<file path="src/rtl/tour_pkg.sv">
// Shared types and constants for the knight's-tour command sequencer.
//   state_t          : sequencer FSM states
//   OP_*             : command opcodes for the vertical / horizontal legs
//   HDG_*            : command heading codes
//   RESP_*           : response bytes returned toward the UART
//   NUM_MOVES        : number of moves replayed from the solver
package tour_pkg;

    typedef enum logic [2:0] {
        S_IDLE,
        S_VERT,
        S_HOLDV,
        S_HORZ,
        S_HOLDH
    } state_t;

    localparam logic [3:0] OP_MOVE         = 4'h2;
    localparam logic [3:0] OP_MOVE_FANFARE = 4'h3;

    localparam logic [7:0] HDG_N = 8'h00;
    localparam logic [7:0] HDG_W = 8'h3F;
    localparam logic [7:0] HDG_S = 8'h7F;
    localparam logic [7:0] HDG_E = 8'hBF;

    localparam logic [7:0] RESP_DONE = 8'hA5;
    localparam logic [7:0] RESP_BUSY = 8'h5A;

    localparam int         NUM_MOVES = 24;
    localparam logic [4:0] LAST_INDX = 5'(NUM_MOVES - 1);

endpackage

</file>
<file path="src/rtl/knight_move_decode.sv">
// Combinational decode of a one-hot knight move into two motion commands.
//   move     in  8   one-hot move (dx,dy) from the solver
//   vert_cmd out 16  vertical leg: {OP_MOVE, heading, squares}
//   horz_cmd out 16  horizontal leg: {OP_MOVE_FANFARE, heading, squares}
// A move that is not one-hot yields zero-length northward legs.
module knight_move_decode
    import tour_pkg::*;
(
    input  logic [7:0]  move,
    output logic [15:0] vert_cmd,
    output logic [15:0] horz_cmd
);

    logic [7:0] vert_hdg;
    logic [7:0] horz_hdg;
    logic [3:0] vert_sq;
    logic [3:0] horz_sq;

    always_comb begin
        vert_hdg = HDG_N;
        horz_hdg = HDG_N;
        vert_sq  = 4'd0;
        horz_sq  = 4'd0;
        case (move)
            8'h01: begin vert_hdg = HDG_N; vert_sq = 4'd1; horz_hdg = HDG_E; horz_sq = 4'd2; end
            8'h02: begin vert_hdg = HDG_N; vert_sq = 4'd2; horz_hdg = HDG_E; horz_sq = 4'd1; end
            8'h04: begin vert_hdg = HDG_N; vert_sq = 4'd2; horz_hdg = HDG_W; horz_sq = 4'd1; end
            8'h08: begin vert_hdg = HDG_N; vert_sq = 4'd1; horz_hdg = HDG_W; horz_sq = 4'd2; end
            8'h10: begin vert_hdg = HDG_S; vert_sq = 4'd1; horz_hdg = HDG_W; horz_sq = 4'd2; end
            8'h20: begin vert_hdg = HDG_S; vert_sq = 4'd2; horz_hdg = HDG_W; horz_sq = 4'd1; end
            8'h40: begin vert_hdg = HDG_S; vert_sq = 4'd2; horz_hdg = HDG_E; horz_sq = 4'd1; end
            8'h80: begin vert_hdg = HDG_S; vert_sq = 4'd1; horz_hdg = HDG_E; horz_sq = 4'd2; end
            default: ;
        endcase
    end

    assign vert_cmd = {OP_MOVE, vert_hdg, vert_sq};
    assign horz_cmd = {OP_MOVE_FANFARE, horz_hdg, horz_sq};

endmodule

</file>
<file path="src/rtl/tour_cmd_sequencer.sv">
// Replays a solved knight's tour as motion commands; transparent UART
// passthrough while idle.
//   clk, rst          clock, synchronous active-high reset
//   start_tour        pulse: solver finished, begin replay
//   move / mv_indx    one-hot move read back from the solver at mv_indx
//   cmd_UART, cmd_rdy_UART, clr_cmd_rdy_UART   UART-side command handshake
//   cmd, cmd_rdy, clr_cmd_rdy, send_resp       command-processor handshake
//   resp              response byte for UART transmit
//
// state | meaning
// IDLE  | UART commands pass straight through
// VERT  | vertical leg offered (cmd_rdy high)
// HOLDV | vertical leg accepted, waiting for execution to finish
// HORZ  | horizontal leg offered (cmd_rdy high)
// HOLDH | horizontal leg accepted, waiting; then next move or done
module tour_cmd_sequencer
    import tour_pkg::*;
(
    input  logic        clk,
    input  logic        rst,
    input  logic        start_tour,
    input  logic [7:0]  move,
    output logic [4:0]  mv_indx,
    input  logic [15:0] cmd_UART,
    input  logic        cmd_rdy_UART,
    output logic        clr_cmd_rdy_UART,
    output logic [15:0] cmd,
    output logic        cmd_rdy,
    input  logic        clr_cmd_rdy,
    input  logic        send_resp,
    output logic [7:0]  resp
);

    state_t      state;
    state_t      state_nxt;
    logic [4:0]  indx_nxt;
    logic [15:0] vert_cmd;
    logic [15:0] horz_cmd;
    logic        last_move;

    knight_move_decode u_decode (
        .move     (move),
        .vert_cmd (vert_cmd),
        .horz_cmd (horz_cmd)
    );

    assign last_move = (mv_indx == LAST_INDX);

    always_ff @(posedge clk) begin
        if (rst) begin
            state   <= S_IDLE;
            mv_indx <= 5'd0;
        end else begin
            state   <= state_nxt;
            mv_indx <= indx_nxt;
        end
    end

    always_comb begin
        state_nxt        = state;
        indx_nxt         = mv_indx;
        cmd              = vert_cmd;
        cmd_rdy          = 1'b0;
        clr_cmd_rdy_UART = 1'b0;
        resp             = RESP_BUSY;
        case (state)
            S_IDLE: begin
                cmd              = cmd_UART;
                cmd_rdy          = cmd_rdy_UART;
                clr_cmd_rdy_UART = clr_cmd_rdy;
                resp             = RESP_DONE;
                if (start_tour) begin
                    indx_nxt  = 5'd0;
                    state_nxt = S_VERT;
                end
            end
            S_VERT: begin
                cmd_rdy = 1'b1;
                if (clr_cmd_rdy) state_nxt = S_HOLDV;
            end
            S_HOLDV: begin
                if (send_resp) state_nxt = S_HORZ;
            end
            S_HORZ: begin
                cmd     = horz_cmd;
                cmd_rdy = 1'b1;
                if (clr_cmd_rdy) state_nxt = S_HOLDH;
            end
            S_HOLDH: begin
                cmd = horz_cmd;
                if (last_move) resp = RESP_DONE;
                if (send_resp) begin
                    if (last_move) begin
                        state_nxt = S_IDLE;
                    end else begin
                        indx_nxt  = mv_indx + 5'd1;
                        state_nxt = S_VERT;
                    end
                end
            end
            default: state_nxt = S_IDLE;
        endcase
    end

endmodule

</file>
<file path="config.mk">
export PLATFORM = sky130hd
export DESIGN_NAME = tour_cmd_sequencer
export DESIGN_NICKNAME = d
export VERILOG_FILES = /design/src/rtl/tour_pkg.sv /design/src/rtl/knight_move_decode.sv /design/src/rtl/tour_cmd_sequencer.sv
export SDC_FILE = /design/constraint.sdc
export NUM_CORES = 1
export LEC_CHECK = 0
export BUFFER_PORTS_ARGS = -buffer_cell sky130_fd_sc_hd__buf_2
export CAP_MARGIN = 20
export CORE_MARGIN = 4
export CORE_UTILIZATION = 39
export CTS_CLUSTER_DIAMETER = 40
export DETAILED_ROUTE_END_ITERATION = 12
export PLACE_DENSITY = 0.76
export SYNTH_ARGS = -nofsm -noshare
export SYNTH_HDL_FRONTEND = slang
export SYNTH_SLANG_ARGS = --single-unit
</file>
<file path="constraint.sdc">
create_clock -name clk -period 1.6 [get_ports clk]
set_input_delay 0.32 -clock clk [delete_from_list [all_inputs] [get_ports clk]]
set_output_delay 0.32 -clock clk [all_outputs]
set_load 0.01 [all_outputs]
</file>
==> metrics.log <==
INFO  metric layout.filler_cells = 162
INFO  metric die_y = 58.8 um
INFO  metric timing.max_slew.rel_slack = 74.6%
INFO  metric synth-main-ff-cell = dfxtp_1
INFO  metric p_per_area = 545 nW/um2
INFO  metric core_region_area = 2480 um2
INFO  metric ioPinCount = 61
INFO  metric worst_ep_arrival_time = 1.61 ns
INFO  metric startpoint_type = flip-flop
INFO  metric actual_transition_at_the_worst_max_transition_pin = 0.376 ns
INFO  metric setup-violations-final = 16
INFO  metric setup_cp_type = reg2out
INFO  metric timing.critical_path.slowest_stage_cell = dfxtp_4
INFO  metric clk_root_buffer_cell = clkbuf_4
INFO  metric max-clock-path-buffers = 2
INFO  metric synth_cell_type_count = 46
INFO  metric cts_num_sinks = 8
INFO  metric sequential_cell_area = 178 um2
INFO  metric worstSkewPairLatency = 0.26 ns
INFO  metric final.period_utilization = 120%
INFO  metric critPathCaptureType = output pin
INFO  metric ys_seq_elements = 8
INFO  metric net_count_reported_at_finish = 263
INFO  metric number_of_synthesized_flops_with_an_enable_pin = 0
INFO  metric synth_top_area_share = 15.9%
INFO  metric average_wire_per_cell_in_the_routed_design = 16.4 um
INFO  metric vias = 1472
INFO  metric tritoncts_clock_tree = done
INFO  metric critical_path.max_fanout = 7
INFO  metric max_freq = 519 MHz
INFO  metric async_flop_share = 0%
INFO  metric antenna_found_initial = 0
INFO  metric ctsHoldBuffers = 0
INFO  metric synthesis.nets = 170
INFO  metric synth_seq_area_share = 15.9%
INFO  metric htreeDepth = 1
INFO  metric post-dp-hpwl = 2570 um
INFO  metric max-vdd-ir-drop = 0.420 mV
INFO  metric globalRoute.totalOverflow = 0
INFO  metric via_count_of_the_first_global_routing_pass = 1298
INFO  metric place.gp.congestion = 0.864
INFO  metric synthCells = 139
INFO  metric yosysMostFrequentCell = nor2_1
INFO  metric outcome = finished, violations left
INFO  metric grt_pass1_wl = 5640 um
INFO  metric placementRows = 18
INFO  metric initial_core_util = 40.6%
INFO  metric hold_ws = 0.357 ns
INFO  metric avgSynthCellArea = 7.24 um2
INFO  metric critPathMaxStageDelay = 0.38 ns
INFO  metric rsz0062_at_grt = yes
INFO  metric timing.final.ws_setup = -0.328 ns
INFO  metric cap_viol_max_count = 0
INFO  metric yosys_warnings = 0
INFO  metric post_layout_minimum_cycle_time = 1.93 ns
INFO  metric detail_route.iter0.violations = 67
INFO  metric p_total = 0.00106 W
INFO  metric setup_tns = -3.04 ns
INFO  metric required = 1.28 ns
INFO  metric iteration_count_of_the_initial_detailed_routing_pass = 4
INFO  metric worst_setup_hold_path_clk_slew = 0.06 ns
INFO  metric final_max_slew_viol_count = 0
INFO  metric hold_viol_final = 0
INFO  metric grt_max_degree = 9
INFO  metric ant_nets = 0
INFO  metric overall_routing_resource_usage = 20.7%
INFO  metric fraction_of_final_layout_cells_with_drive_strength_greater_than_1 = 66.1%
INFO  metric num_antenna_cells = 0
INFO  metric design.die.area = 3460 um2
INFO  metric die-width = 58.8 um
INFO  metric largest_cells_by_area_after_synthesis = dfxtp_1, nor2_1, buf_4, nor3_1, nor4b_1
INFO  metric drt_drc_violations_left = 0
INFO  metric area_growth_syn_to_layout = 93.4%
INFO  metric synth_commonest_cells = nor2_1, dfxtp_1, nand2_1, nor3_1, buf_4
INFO  metric finalWirelength = 4270 um
INFO  metric netlist.top_cell.by_area = dfxtp_1
INFO  metric mappedNetlistArea = 1010 um2
INFO  metric multi_input_comb_area = 915 um2
INFO  metric vias_per_cell = 5.66
INFO  metric io_buffers = 60
INFO  metric crit_path_cell_trace = and3b_2 > nor2_2 > a221oi_4 > buf_4 > nor3_2 > buf_2
INFO  metric cts_inserted_buffers = 3
INFO  metric hold_path_class = in2reg
INFO  metric finClkSkew = 0.00576 ns
INFO  metric failed_checks = negative setup slack
INFO  metric leakagePower = 0.887 nW
## kinds of logic (layout without fill, tap and decap cells)
kind of cell	after synthesis	in the layout	share of synthesized area [%]
DFF	8	8	15.9
AOI/OAI and AO/OA	35	35	25.1
and+or+nand+nor	67	67	39.9
xor gates and xnor gates	4	4	3.48
adders and majority gates	1	1	1.24
buffers and inverters	24	115	14.3
## sequential cells by signal, indices dropped and copies added (netlist names)
register	flops
mv_indx	5
state	3
## cell usage in the layout (no fill, tap or decap), types with 3 or more instances in the layout
| master | Yosys | final |
|---|---|---|
| o21ai_0 | 3 | 3 |
| buf_6 | 3 | 17 |
| a21oi_1 | 6 | 6 |
| nor4b_2 | 0 | 3 |
| buf_4 | 7 | 39 |
| nor3_2 | 0 | 7 |
| clkbuf_4 | 0 | 3 |
| dfxtp_4 | 0 | 4 |
| nand2_1 | 8 | 6 |
| nor2b_1 | 4 | 4 |
| and2_1 | 4 | 4 |
| nor2_1 | 16 | 13 |
| inv_1 | 6 | 5 |
| nand4b_1 | 3 | 3 |
| a31oi_4 | 0 | 3 |
| buf_2 | 4 | 46 |
## worst max-delay path, delay by kind of cell, from the launching register on
kind	cells	cell delay [ns]
flops	1	0.38
buf+inv	2	0.32
compound gates	1	0.06
simple gates	3	0.59
## report_power, final
group / leakage (nW) / switching, W / internal [W]
registers: 0.0688 / 0.0000154 / 0.000202
logic: 0.804 / 0.000334 / 0.000347
clock network: 0.0138 / 0.0000761 / 0.0000864
## routing by layer
metal / GRT usage [%] / up-vias / part of all wire, %
li1: - / 690 / -
met1: 25.2 / 689 / 40
met2: 38.3 / 75 / 50
met3: 1.75 / 18 / 6.8
met4: 5.50 / 0 / 3.1
met5: 0 / - / 0
## worst paths after layout
path | slack [ns] | cells past startpoint | from | endpoint
worst max-delay path | -0.33 | 6 | state[2] | cmd[8]
worst min-delay path | 0.36 | 2 | rst | mv_indx[2]
worst max register to register | 0.03 | 7 | mv_indx[1] | mv_indx[1]
worst min register to register | 0.52 | 2 | mv_indx[2] | mv_indx[2]
## final cells by class
type	instances	area share, %
clock buffer	3	1.16
timing repair buffer	105	39.3
tap	30	1.93
sequential	8	9.13
inverter	7	1.48
multi-input combinational	107	47.0
## timing repair
action | in CTS | in global routing
pin swaps | 18 | 17
endpoints found under the hold margin | 0 | 0
setup endpoints to repair | 25 | 30
resized for setup | 37 | 37
buffers inserted | 10 | 5
## stage by stage
stage / worst slack, ns / instances / instance area, um2 / utilization [%]
floorplan: -0.136 / 139 / 1060 / -
global placement: -0.274 / 243 / 1490 / 60.3
detailed placement: -0.337 / 243 / 1490 / 60.3
CTS: -0.291 / 256 / 1740 / 70.3
global route: -0.387 / 260 / 1950 / 78.5
finish: -0.328 / 260 / 1950 / 78.5
No activity file was read; power rests on OpenSTA's default activity.
